`src/rtl/dac7611_rx.sv`:
```
// DAC7611-style serial receiver: synchronizes the 3-wire serial port plus clear,
// shifts the code in MSB first and latches it into the DAC register on the load strobe.
module dac7611_rx #(
    parameter int SYNC_STAGES = 2,
    parameter int CODE_W      = 12
) (
    input  logic              clk,
    input  logic              reset,
    input  logic              ser_clk,
    input  logic              ser_sdi,
    input  logic              ser_ld,
    input  logic              ser_clr,
    output logic [CODE_W-1:0] dac_code,
    output logic              code_valid,
    output logic              frame_err,
    output logic [3:0]        bit_count,
    output logic              busy
);

    localparam logic [1:0] S_CLEAR = 2'd0;
    localparam logic [1:0] S_IDLE  = 2'd1;
    localparam logic [1:0] S_SHIFT = 2'd2;
    localparam logic [1:0] S_LOAD  = 2'd3;

    localparam logic [3:0] FULL_CNT = 4'(CODE_W);

    // Line order: 0 = clk, 1 = sdi, 2 = ld, 3 = clr
    logic [3:0] pins;
    logic [3:0] sync_s;
    logic [3:0] prev_q;

    assign pins = {ser_clr, ser_ld, ser_sdi, ser_clk};

    // Every line idles high, so the chains reset to 1 and no edge appears after reset.
    genvar gi;
    generate
        for (gi = 0; gi < 4; gi++) begin : g_sync
            logic [SYNC_STAGES-1:0] chain_q;
            always_ff @(posedge clk or posedge reset) begin
                if (reset) begin
                    chain_q <= '1;
                end else begin
                    chain_q <= {chain_q[SYNC_STAGES-2:0], pins[gi]};
                end
            end
            assign sync_s[gi] = chain_q[SYNC_STAGES-1];
        end
    endgenerate

    always_ff @(posedge clk or posedge reset) begin
        if (reset) begin
            prev_q <= '1;
        end else begin
            prev_q <= sync_s;
        end
    end

    logic clk_rise;
    logic ld_fall;
    logic sdi_s;
    logic ld_s;
    logic clr_s;
    logic qual_rise;
    logic unused_prev;

    assign clk_rise    = sync_s[0] & ~prev_q[0];
    assign ld_fall     = ~sync_s[2] & prev_q[2];
    assign sdi_s       = sync_s[1];
    assign ld_s        = sync_s[2];
    assign clr_s       = sync_s[3];
    assign unused_prev = prev_q[1] ^ prev_q[3];

    logic [1:0]        state_q, state_d;
    logic [CODE_W-1:0] shift_q, shift_d;
    logic [CODE_W-1:0] code_q, code_d;
    logic [3:0]        cnt_q, cnt_d;
    logic              valid_q, valid_d;
    logic              err_q, err_d;

    // A clock rise in the same cycle as the load fall still counts, so the
    // final bit lands in the register before LOAD copies it out.
    assign qual_rise = clk_rise & clr_s & (ld_s | ld_fall) &
                       ((state_q == S_IDLE) | (state_q == S_SHIFT));

    always_comb begin
        state_d = state_q;
        shift_d = shift_q;
        code_d  = code_q;
        cnt_d   = cnt_q;
        valid_d = 1'b0;
        err_d   = 1'b0;
        if (!clr_s) begin
            state_d = S_CLEAR;
            shift_d = '0;
            code_d  = '0;
            cnt_d   = '0;
        end else begin
            if (qual_rise) begin
                shift_d = {shift_q[CODE_W-2:0], sdi_s};
                if (cnt_q != 4'hF) begin
                    cnt_d = cnt_q + 4'd1;
                end
            end
            case (state_q)
                S_CLEAR: state_d = S_IDLE;
                S_IDLE: begin
                    if (ld_fall) begin
                        state_d = S_LOAD;
                    end else if (qual_rise) begin
                        state_d = S_SHIFT;
                    end
                end
                S_SHIFT: begin
                    if (ld_fall) begin
                        state_d = S_LOAD;
                    end
                end
                default: begin
                    code_d  = shift_q;
                    valid_d = 1'b1;
                    err_d   = (cnt_q != FULL_CNT);
                    cnt_d   = '0;
                    state_d = S_IDLE;
                end
            endcase
        end
    end

    always_ff @(posedge clk or posedge reset) begin
        if (reset) begin
            state_q <= S_CLEAR;
            shift_q <= '0;
            code_q  <= '0;
            cnt_q   <= '0;
            valid_q <= 1'b0;
            err_q   <= 1'b0;
        end else begin
            state_q <= state_d;
            shift_q <= shift_d;
            code_q  <= code_d;
            cnt_q   <= cnt_d;
            valid_q <= valid_d;
            err_q   <= err_d;
        end
    end

    assign dac_code   = code_q;
    assign code_valid = valid_q;
    assign frame_err  = err_q;
    assign bit_count  = cnt_q;
    assign busy       = (state_q == S_SHIFT);

endmodule

```
`config.mk`:
```
export PLATFORM = sky130hd
export DESIGN_NAME = dac7611_rx
export DESIGN_NICKNAME = d
export VERILOG_FILES = /design/src/rtl/dac7611_rx.sv
export SDC_FILE = /design/constraint.sdc
export NUM_CORES = 1
export LEC_CHECK = 0
export ABC_AREA = 0
export BUFFER_PORTS_ARGS = -buffer_cell sky130_fd_sc_hd__buf_2
export CAP_MARGIN = 30
export CORE_MARGIN = 2
export CORE_UTILIZATION = 40
export CTS_CLUSTER_DIAMETER = 40
export CTS_CLUSTER_SIZE = 16
export DETAILED_ROUTE_END_ITERATION = 6
export GPL_ROUTABILITY_DRIVEN = 1
export PLACE_DENSITY = 0.69
export REMOVE_ABC_BUFFERS = 1
export SETUP_SLACK_MARGIN = 0.5
export SLEW_MARGIN = 20
export SYNTH_ARGS = -nofsm -noshare
export SYNTH_HDL_FRONTEND = slang
export SYNTH_SLANG_ARGS = --single-unit
export TNS_END_PERCENT = 30
```
`constraint.sdc`:
```
create_clock -name clk -period 1.8 [get_ports clk]
set_clock_uncertainty 0.15 [all_clocks]
set_input_delay 0.36 -clock clk [delete_from_list [all_inputs] [get_ports clk]]
set_output_delay 0.36 -clock clk [all_outputs]
set_load 0.005 [all_outputs]
```
==> results of run 1 <==
-- metal layers --
metal	track usage	part of all wire	routed length (um)	up-vias
met4	0.0482	0.0076	26	0
met2	0.244	0.50	1690	28
met5	0	0	0	-
met1	0.180	0.44	1510	608
met3	0.0527	0.054	183	4
li1	-	-	-	599
-- where the power goes --
group	switching [mW]	leakage [nW]	internal, mW
clock	0.297	0.0585	0.452
combinational	0.219	0.409	0.258
sequential	0.0368	0.550	0.993
total	0.553	1.02	1.70
-- per-stage QoR --
stage          worst slack, ns  cells   util
2_1_floorplan          -0.0293    145      -
3_3_place_gp            0.0661    229  0.463
3_5_place_dp           -0.0859    229  0.463
4_1_cts                  0.117    240  0.504
5_1_grt               -0.00191    243  0.513
6_report                0.0692    243  0.513
-- final cells by class --
| class | instances | share of cell area |
|---|---|---|
| clock buffer | 7 | 0.0389 |
| clock inverter | 1 | 0.0135 |
| inverter | 6 | 0.0102 |
| multi-input combinational | 97 | 0.319 |
| sequential | 42 | 0.479 |
| tap | 52 | 0.0293 |
| timing repair buffer | 38 | 0.110 |
-- cells in the mapped netlist --
library cell  number  area share
dfrtp_1           32        0.45
mux2i_1           14       0.078
nand2_1           13       0.027
nand3_1           13       0.036
nor2b_1           13       0.045
dfstp_2           10        0.15
o21ai_1           10       0.028
buf_2              8       0.022
inv_1              6       0.013
ha_1               5       0.035
nand2b_1           4       0.014
a31oi_1            3       0.010
o31ai_1            3       0.013
a21oi_1            2      0.0056
and3_1             2      0.0070
clkbuf_1           2      0.0042
nand4_1            2      0.0070
o21ai_0            2      0.0056
a211oi_1           1      0.0042
a311oi_1           1      0.0049
and3b_1            1      0.0049
and4bb_1           1      0.0070
nand4bb_2          1      0.0091
nor2_1             1      0.0021
nor2_2             1      0.0035
nor4b_1            1      0.0049
o2111ai_2          1      0.0084
or2_0              1      0.0035
or2_2              1      0.0035
-- worst reg2reg max path, cell delays in order (launching register included) --
cell and delay, ns:
dfrtp_1 0.44, ha_4 0.27, nand4bb_4 0.23, buf_4 0.18, nor2_4 0.11, buf_12 0.14, a311oi_1 0.09
-- cells by family after synthesis --
group / count (synthesis) / synth area share
buf+inv: 16 / 0.0391
compound gates: 23 / 0.0796
simple gates: 55 / 0.175
mux: 14 / 0.0782
flops: 42 / 0.593
fa+ha+maj: 5 / 0.0349
-- how the worst min path moves through the flow --
| stage | startpoint | end | slack [ns] | cells after the start |
|---|---|---|---|---|
| 4_1_cts | ser_ld | g_sync[2].chain_q[0] | 0.009 | 1 |
| 3_5_place_dp | g_sync[2].chain_q[0] | g_sync[2].chain_q[1] | 0.20 | 0 |
| 6_report | ser_clk | g_sync[0].chain_q[0] | 0.02 | 1 |
| 5_1_grt | ser_sdi | g_sync[1].chain_q[0] | 0.003 | 1 |
| 3_3_place_gp | g_sync[2].chain_q[0] | g_sync[2].chain_q[1] | 0.20 | 0 |
| 2_1_floorplan | g_sync[0].chain_q[0] | g_sync[0].chain_q[1] | 0.20 | 0 |
-- registers in the layout, summed over array words and instances (netlist names) --
name / flops
prev_q: 2
shift_q: 12
bit_count: 4
dac_code: 12
code_valid: 1
frame_err: 1
g_sync.chain_q: 8
state_q: 2
-- repair_timing --
| item | CTS | global route |
|---|---|---|
| endpoints found under the hold margin | 0 | 1 |
| pin swaps | 2 | 3 |
| endpoints found under the setup margin | 41 | 51 |
| hold buffers | 0 | 1 |
| gates cloned | 0 | 0 |
| gates resized for setup | 6 | 3 |
| setup buffers | 3 | 2 |
==> results.json, run 1 <==
{
  "design.core.area_um2": 4320,
  "synth_cells": 155,
  "hold_viol_final": 0,
  "period_share": 0.962,
  "drtAntennaViolNets": 0,
  "final_common_cell": "dfrtp_1",
  "place_congestion": 0.782,
  "ys_seq_elements": 42,
  "cts.sinks": 42,
  "r2r_start": "state_q[1]",
  "p_leak_nw": 1.02,
  "n_antenna_cell": 0,
  "port_buffers": 24,
  "start_kind": "flop",
  "die_y_um": 71.0,
  "cellPowerDensity_nw_per_um2": 1020,
  "cts_tree": "done",
  "dpl_cell_area_um2": 2000,
  "slew_headroom": 0.660,
  "status": "finished, final reports clean",
  "min_period_ns": 1.73,
  "routed_via_density": 5.10,
  "holdWs_ns": 0.0187,
  "die_width_um": 71.0,
  "fmax_mhz": 578,
  "tns_ns": 0,
  "rrSetupSlack_ns": 0.07,
  "synth_area_um2": 1790,
  "grt_pass1_vias": 1281,
  "area_growth_pct": 23.7,
  "layout_common_cells": "dfrtp_1, buf_2",
  "arrival_ns": 1.74,
  "clk-insertion-delay-late_ns": 0.29,
  "crit_type": "reg2reg",
  "wirelength_um": 3410,
  "rr_worst_depth": 6,
  "crit_buf_inv": 2,
  "netlist-cell-type-count": 29,
  "final_nets": 201,
  "antenna_found_initial": 0,
  "drive_gt1_frac": 0.325,
  "path_cells": "ha_4 -> nand4bb_4 -> buf_4 -> nor2_4 -> buf_12 -> a311oi_1",
  "grt_remaining_overflow": 0,
  "cts_buffers": 5,
  "worstPathRequired_ns": 1.81,
  "cp_slowest_stage_delay_ns": 0.44,
  "first_pass_iters": 4,
  "die_area_um2": 5030,
  "vias": 1239,
  "area.sequential_um2": 1060,
  "cts_max_level": 2,
  "syn_area_per_cell_um2": 11.6,
  "max-cap-violations": 0,
  "clk_pin_slew_ns": 0.07,
  "num_rows": 24,
  "fin_area_um2": 2220,
  "rsz0062_at_grt": "true",
  "multi_input_area_um2": 707,
  "hold_class": "in2reg",
  "drv_slew": 0,
  "pin_count": 25,
  "drc": 0,
  "irDropWorstVdd_v": 0.000597,
  "ys_seq_area_frac": 0.593,
  "hpwl_um": 2310,
  "setup_viol": 0,
  "setup.worst_path.end": "bit_count[2]",
  "clockRootBuffer": "clkbuf_8",
  "yosysWarnings": 0,
  "clockBufferDepth": 2,
  "startpoint": "state_q[1]",
  "grt_usage": 0.147,
  "post_drt_wl_per_cell_um": 14.0,
  "slowest_stage": "dfrtp_1",
  "crit_family": "flip-flops",
  "critPathCaptureType": "flop",
  "grt_pass1_wl_um": 5890,
  "initial_utilization": 0.415,
  "critical_path_depth": 6,
  "grt_max_degree": 43,
  "path_max_fanout": 13,
  "nFillCells": 396,
  "drt_iter0_drc": 83,
  "power_mw": 2.26,
  "worstMarginPinSlew_ns": 0.509,
  "worstReg2RegEnd": "bit_count[2]"
}
Note: power is estimated with default switching activity, not from simulation.
==> inputs of run 2 (changes only) <==
- ABC_AREA: 0 -> 1
- SKIP_LAST_GASP: not set -> 1
==> run 2 against run 1 <==
Against the previous run:
- worst setup slack better by 0.20 ns
- highest routed layer unchanged
- fmax grew 13%
- register-to-register slack gained 0.20 ns
- first-iteration DRC count up 37%
- worst hold slack improved by 0.12 ns
- core utilization rose by 0.55 points
- global-route usage fell by 0.77 points
- via count shrank 2.7%
==> results.json, run 2 <==
{
  "status": "finished, final reports clean",
  "dpl_cell_area_um2": 1970,
  "hpwl_um": 1970,
  "slowest_stage": "dfrtp_1",
  "path_cells": "inv_2 -> ha_4 -> nor2_8 -> nand3_4 -> nand2_4 -> nand2_8 -> nand2_2 -> o21ai_2",
  "yosys-top-cells-area": "dfrtp_1, dfstp_2, o22ai_2",
  "place_ws_ns": 0.132,
  "power_mw": 2.41,
  "hold_class": "in2async",
  "final_common_cell": "dfrtp_1",
  "setup_viol": 0,
  "rr_worst_depth": 8,
  "synth_most_common_cell": "dfrtp_1",
  "clk-insertion-delay-late_ns": 0.30,
  "cts_buffers": 5,
  "async_flop_share": 1.00,
  "min_period_ns": 1.53,
  "die_y_um": 71.0,
  "final_nets": 211,
  "cp_slowest_stage_delay_ns": 0.39,
  "synth_area_um2": 1800,
  "cellPowerDensity_nw_per_um2": 1070,
  "critPathCaptureType": "flop",
  "synthTopCellsByCount": "dfrtp_1, nand2_1, inv_1",
  "die_area_um2": 5040,
  "pin_count": 25,
  "layout_common_cells": "dfrtp_1, nand2_1, buf_2, inv_1, o21ai_1",
  "p_leak_nw": 1.06,
  "drtAntennaViolNets": 0,
  "drv_slew": 0,
  "clockBufferDepth": 2,
  "synth-edff-count": 0,
  "n_antenna_cell": 0,
  "arrival_ns": 1.58,
  "post-synth-top-area-cell": "dfrtp_1",
  "stdcell_count": 253,
  "yosysWarnings": 0,
  "first_pass_iters": 4,
  "crit_type": "reg2reg",
  "synth_cells": 160,
  "grt_pass1_vias": 1196,
  "fmax_mhz": 652,
  "ys.flop_type": "dfrtp_1",
  "rsz0062_at_grt": "true",
  "grt_pass1_wl_um": 5350,
  "cts_tree": "done",
  "period_share": 0.852,
  "drt-met1-wl_um": 1390,
  "syn_area_per_cell_um2": 11.2,
  "critical_path_depth": 8,
  "cts.sinks": 42,
  "area_growth_pct": 24.9,
  "wl_met3_um": 141,
  "ys_seq_elements": 42,
  "path_max_fanout": 8,
  "worstMarginPinSlew_ns": 0.349,
  "design.core.area_um2": 4320,
  "routed_via_density": 4.76,
  "irDropWorstVdd_v": 0.000733,
  "initial_utilization": 0.415,
  "max-cap-violations": 0,
  "grt_remaining_overflow": 0,
  "setup_ws_ns": 0.266,
  "post_drt_wl_per_cell_um": 12.4,
  "antenna_found_initial": 0,
  "wirelength_um": 3150,
  "wl_met2_um": 1530,
  "cts_max_level": 2,
  "hold_viol_final": 0,
  "place_congestion": 0.692,
  "vias": 1205,
  "start_kind": "flop",
  "crit_buf_inv": 1,
  "grt_usage": 0.140,
  "fin_area_um2": 2240,
  "num_rows": 24,
  "clockRootBuffer": "clkbuf_8",
  "crit_family": "simple AND/OR/NAND/NOR gates",
  "topRoutingLayerUsed": "met4",
  "dp_cells": 234,
  "ys_seq_area_frac": 0.592,
  "drt_iter0_drc": 114,
  "drc": 0,
  "port_buffers": 24,
  "worstPathRequired_ns": 1.84,
  "yosysTopAreaCellShare": 0.446,
  "clk_pin_slew_ns": 0.07,
  "grt_max_degree": 34,
  "tns_ns": 0,
  "netlist-cell-type-count": 28,
  "slew_headroom": 0.767,
  "die_width_um": 71.0,
  "drive_gt1_frac": 0.408
}
-- run 2: timing repair --
action                     4_1_cts  5_1_grt
hold endpoints to repair         6        0
gates resized for setup         10        4
setup endpoints to repair       51       51
buffers inserted                 5        1
hold buffers                     5        0
pin swaps                        4        2
-- run 2: per-stage QoR --
stage,hold WS [ns],util
3_3_place_gp,0.195,0.456
5_1_grt,0.181,0.519
3_5_place_dp,0.197,0.456
4_1_cts,0.149,0.511
6_report,0.137,0.519
2_1_floorplan,0.195,-
-- run 2: power by group --
part | switching (mW) | total (mW) | leakage (nW) | internal [mW]
sequential | 0.0725 | 1.09 | 0.547 | 1.02
clock | 0.320 | 0.734 | 0.0514 | 0.414
combinational | 0.312 | 0.584 | 0.462 | 0.271
-- run 2: per-layer routing --
metal / GRT usage / vias up
met5: 0 / -
met2: 0.227 / 26
met3: 0.0370 / 10
met4: 0.0818 / 0
met1: 0.167 / 572
li1: - / 597
-- run 2: cells by family (layout without fill, tap and decap cells) --
family / count (synthesis) / count (layout) / synth area share
fa+ha+maj: 5 / 5 / 0.0348
simple gates: 52 / 52 / 0.156
flops: 42 / 42 / 0.592
buf+inv: 31 / 72 / 0.0815
compound gates: 30 / 30 / 0.135
-- run 2: worst register-to-register path, cell delays in order, from the launching register on --
cell and delay [ns]:
dfrtp_1 0.39, inv_2 0.07, ha_4 0.26, nor2_8 0.09
nand3_4 0.15, nand2_4 0.12, nand2_8 0.08, nand2_2 0.07
o21ai_2 0.05
-- run 2: worst paths after layout --
kind | startpoint | endpoint | slack [ns]
max in group asynchronous | reset | state_q[0] | 0.78
hold reg to reg | g_sync[0].chain_q[0] | g_sync[0].chain_q[1] | 0.21
setup / recovery | state_q[0] | bit_count[0] | 0.27
min in group clk | g_sync[0].chain_q[0] | g_sync[0].chain_q[1] | 0.21
setup reg to reg | state_q[0] | bit_count[0] | 0.27
hold / removal | reset | g_sync[0].chain_q[1] | 0.14
-- run 2: cell type report --
type	instances	area (um2)
clock buffers	6	72.6
clock inverters	2	37.5
fillers	408	2080
inverters	26	103
multi-input cells	87	641
flip-flops and latches	42	1060
well taps	52	65.1
repair buffers	38	260
==> inputs of run 3 (changes only) <==
- CORE_UTILIZATION: 40 -> 49
- PLACE_DENSITY: 0.69 -> 0.8
==> run 3 against run 2 <==
Against the previous run:
- combinational power rose by 2%
- register-to-register slack got worse by 0.08 ns
- worst setup slack got worse by 0.10 ns
- critical path depth fell by 5
- final area rose by 0.78%
- sequential power barely moved
- die area fell by 17%
- clock-buffer cell count rose by 1
- critical path type is now reg2out
- critical endpoint is now busy
- largest cell class unchanged
- highest routed layer unchanged
==> results.json, run 3 (synthesis gave the netlist of run 2 again) <==
{
  "vias": 1284,
  "power_mw": 2.17,
  "max-cap-violations": 0,
  "area_growth_pct": 25.9,
  "hpwl_um": 2170,
  "cts_tree": "done",
  "period_share": 0.909,
  "wirelength_um": 3570,
  "crit_buf_inv": 2,
  "final_nets": 216,
  "irDropWorstVdd_v": 0.000497,
  "crit_family": "flip-flops",
  "clockBufferDepth": 2,
  "arrival_ns": 1.13,
  "hold_viol_final": 0,
  "port_buffers": 24,
  "cts.sinks": 42,
  "initial_utilization": 0.526,
  "worstMarginPinSlew_ns": 0.330,
  "routed_via_density": 5.10,
  "slowest_stage": "dfrtp_1",
  "drt_iter0_drc": 75,
  "grt_usage": 0.191,
  "drive_gt1_frac": 0.432,
  "antenna_found_initial": 0,
  "cellPowerDensity_nw_per_um2": 960,
  "design.core.area_um2": 3420,
  "layout_common_cells": "dfrtp_1, nand2_1, buf_2, inv_1, o21ai_1",
  "drc": 0,
  "rsz0062_at_grt": "true",
  "grt_remaining_overflow": 0,
  "status": "finished, final reports clean",
  "grt_max_degree": 43,
  "min_period_ns": 1.64,
  "clk-insertion-delay-late_ns": 0.36,
  "drv_slew": 0,
  "first_pass_iters": 4,
  "final_common_cell": "dfrtp_1",
  "hold_class": "reg2reg",
  "clockRootBuffer": "clkbuf_4",
  "crit_type": "reg2out",
  "worstPathRequired_ns": 1.29,
  "pin_count": 25,
  "setup_viol": 0,
  "die_width_um": 64.5,
  "place_congestion": 0.769,
  "path_cells": "inv_2 -> ha_4 -> buf_6",
  "cp_slowest_stage_delay_ns": 0.44,
  "start_kind": "flop",
  "die_area_um2": 4160,
  "grt_pass1_wl_um": 5870,
  "slew_headroom": 0.779,
  "critPathCaptureType": "output port",
  "die_y_um": 64.5,
  "grt_pass1_vias": 1281,
  "path_max_fanout": 4,
  "cts_max_level": 2,
  "tns_ns": 0,
  "cts_buffers": 5,
  "fmax_mhz": 611,
  "num_rows": 21,
  "drtAntennaViolNets": 0,
  "clk_pin_slew_ns": 0.11,
  "n_antenna_cell": 0,
  "post_drt_wl_per_cell_um": 14.2,
  "p_leak_nw": 1.07
}
[run 3: final timing paths]
check	startpoint	end	slack, ns	cells after the start
max in group asynchronous	reset	prev_q[0]	0.81	4
worst max register to register	state_q[0]	bit_count[3]	0.19	7
worst min register to register	g_sync[1].chain_q[0]	g_sync[1].chain_q[1]	0.21	0
min in group asynchronous	reset	shift_q[4]	0.44	4
worst max-delay path	state_q[0]	busy	0.16	3
worst min-delay path	g_sync[1].chain_q[0]	g_sync[1].chain_q[1]	0.21	0
[run 3: cell type report]
| cell class | count | area [um2] |
|---|---|---|
| clock inverters | 1 | 5.00 |
| fillers | 258 | 1160 |
| repair buffers | 42 | 302 |
| clock buffers | 7 | 55.1 |
| well taps | 46 | 57.6 |
| multi-input cells | 88 | 669 |
| flip-flops and latches | 42 | 1070 |
| inverters | 26 | 103 |
[run 3: what timing repair did]
item | CTS | global route
hold buffers | 5 | 0
resized for setup | 12 | 9
setup endpoints to repair | 51 | 51
gates cloned | 1 | 0
hold endpoints to repair | 36 | 0
pin swaps | 3 | 6
setup buffers | 7 | 3
[run 3: layer usage]
layer	part of all wire	global-route usage	wire [um]
met1	0.40	0.223	1410
met2	0.53	0.315	1900
met3	0.044	0.0590	158
met4	0.029	0.0984	104
met5	0	0	0
[run 3: power by group]
| group | switching (mW) | internal, mW |
|---|---|---|
| clock network | 0.289 | 0.189 |
| logic | 0.319 | 0.275 |
| registers | 0.0788 | 1.02 |
[run 3: worst reg2reg max path, delay by kind of cell (launching register included)]
family,cells,cell delay (ns)
simple gates,5,0.58
flops,1,0.45
fa+ha+maj,1,0.30
buf+inv,1,0.04
[run 3: per-stage QoR]
stage	std cells	hold slack (ns)	util	setup slack (ns)	instance area [um2]
after floorplan	155	0.195	-	0.0988	1750
after global placement	228	0.196	0.575	0.183	1960
after CTS	249	0.216	0.644	0.154	2200
after global routing	252	0.218	0.662	0.0943	2260
after detailed placement	228	0.199	0.575	0.112	1960
final	252	0.214	0.662	0.164	2260
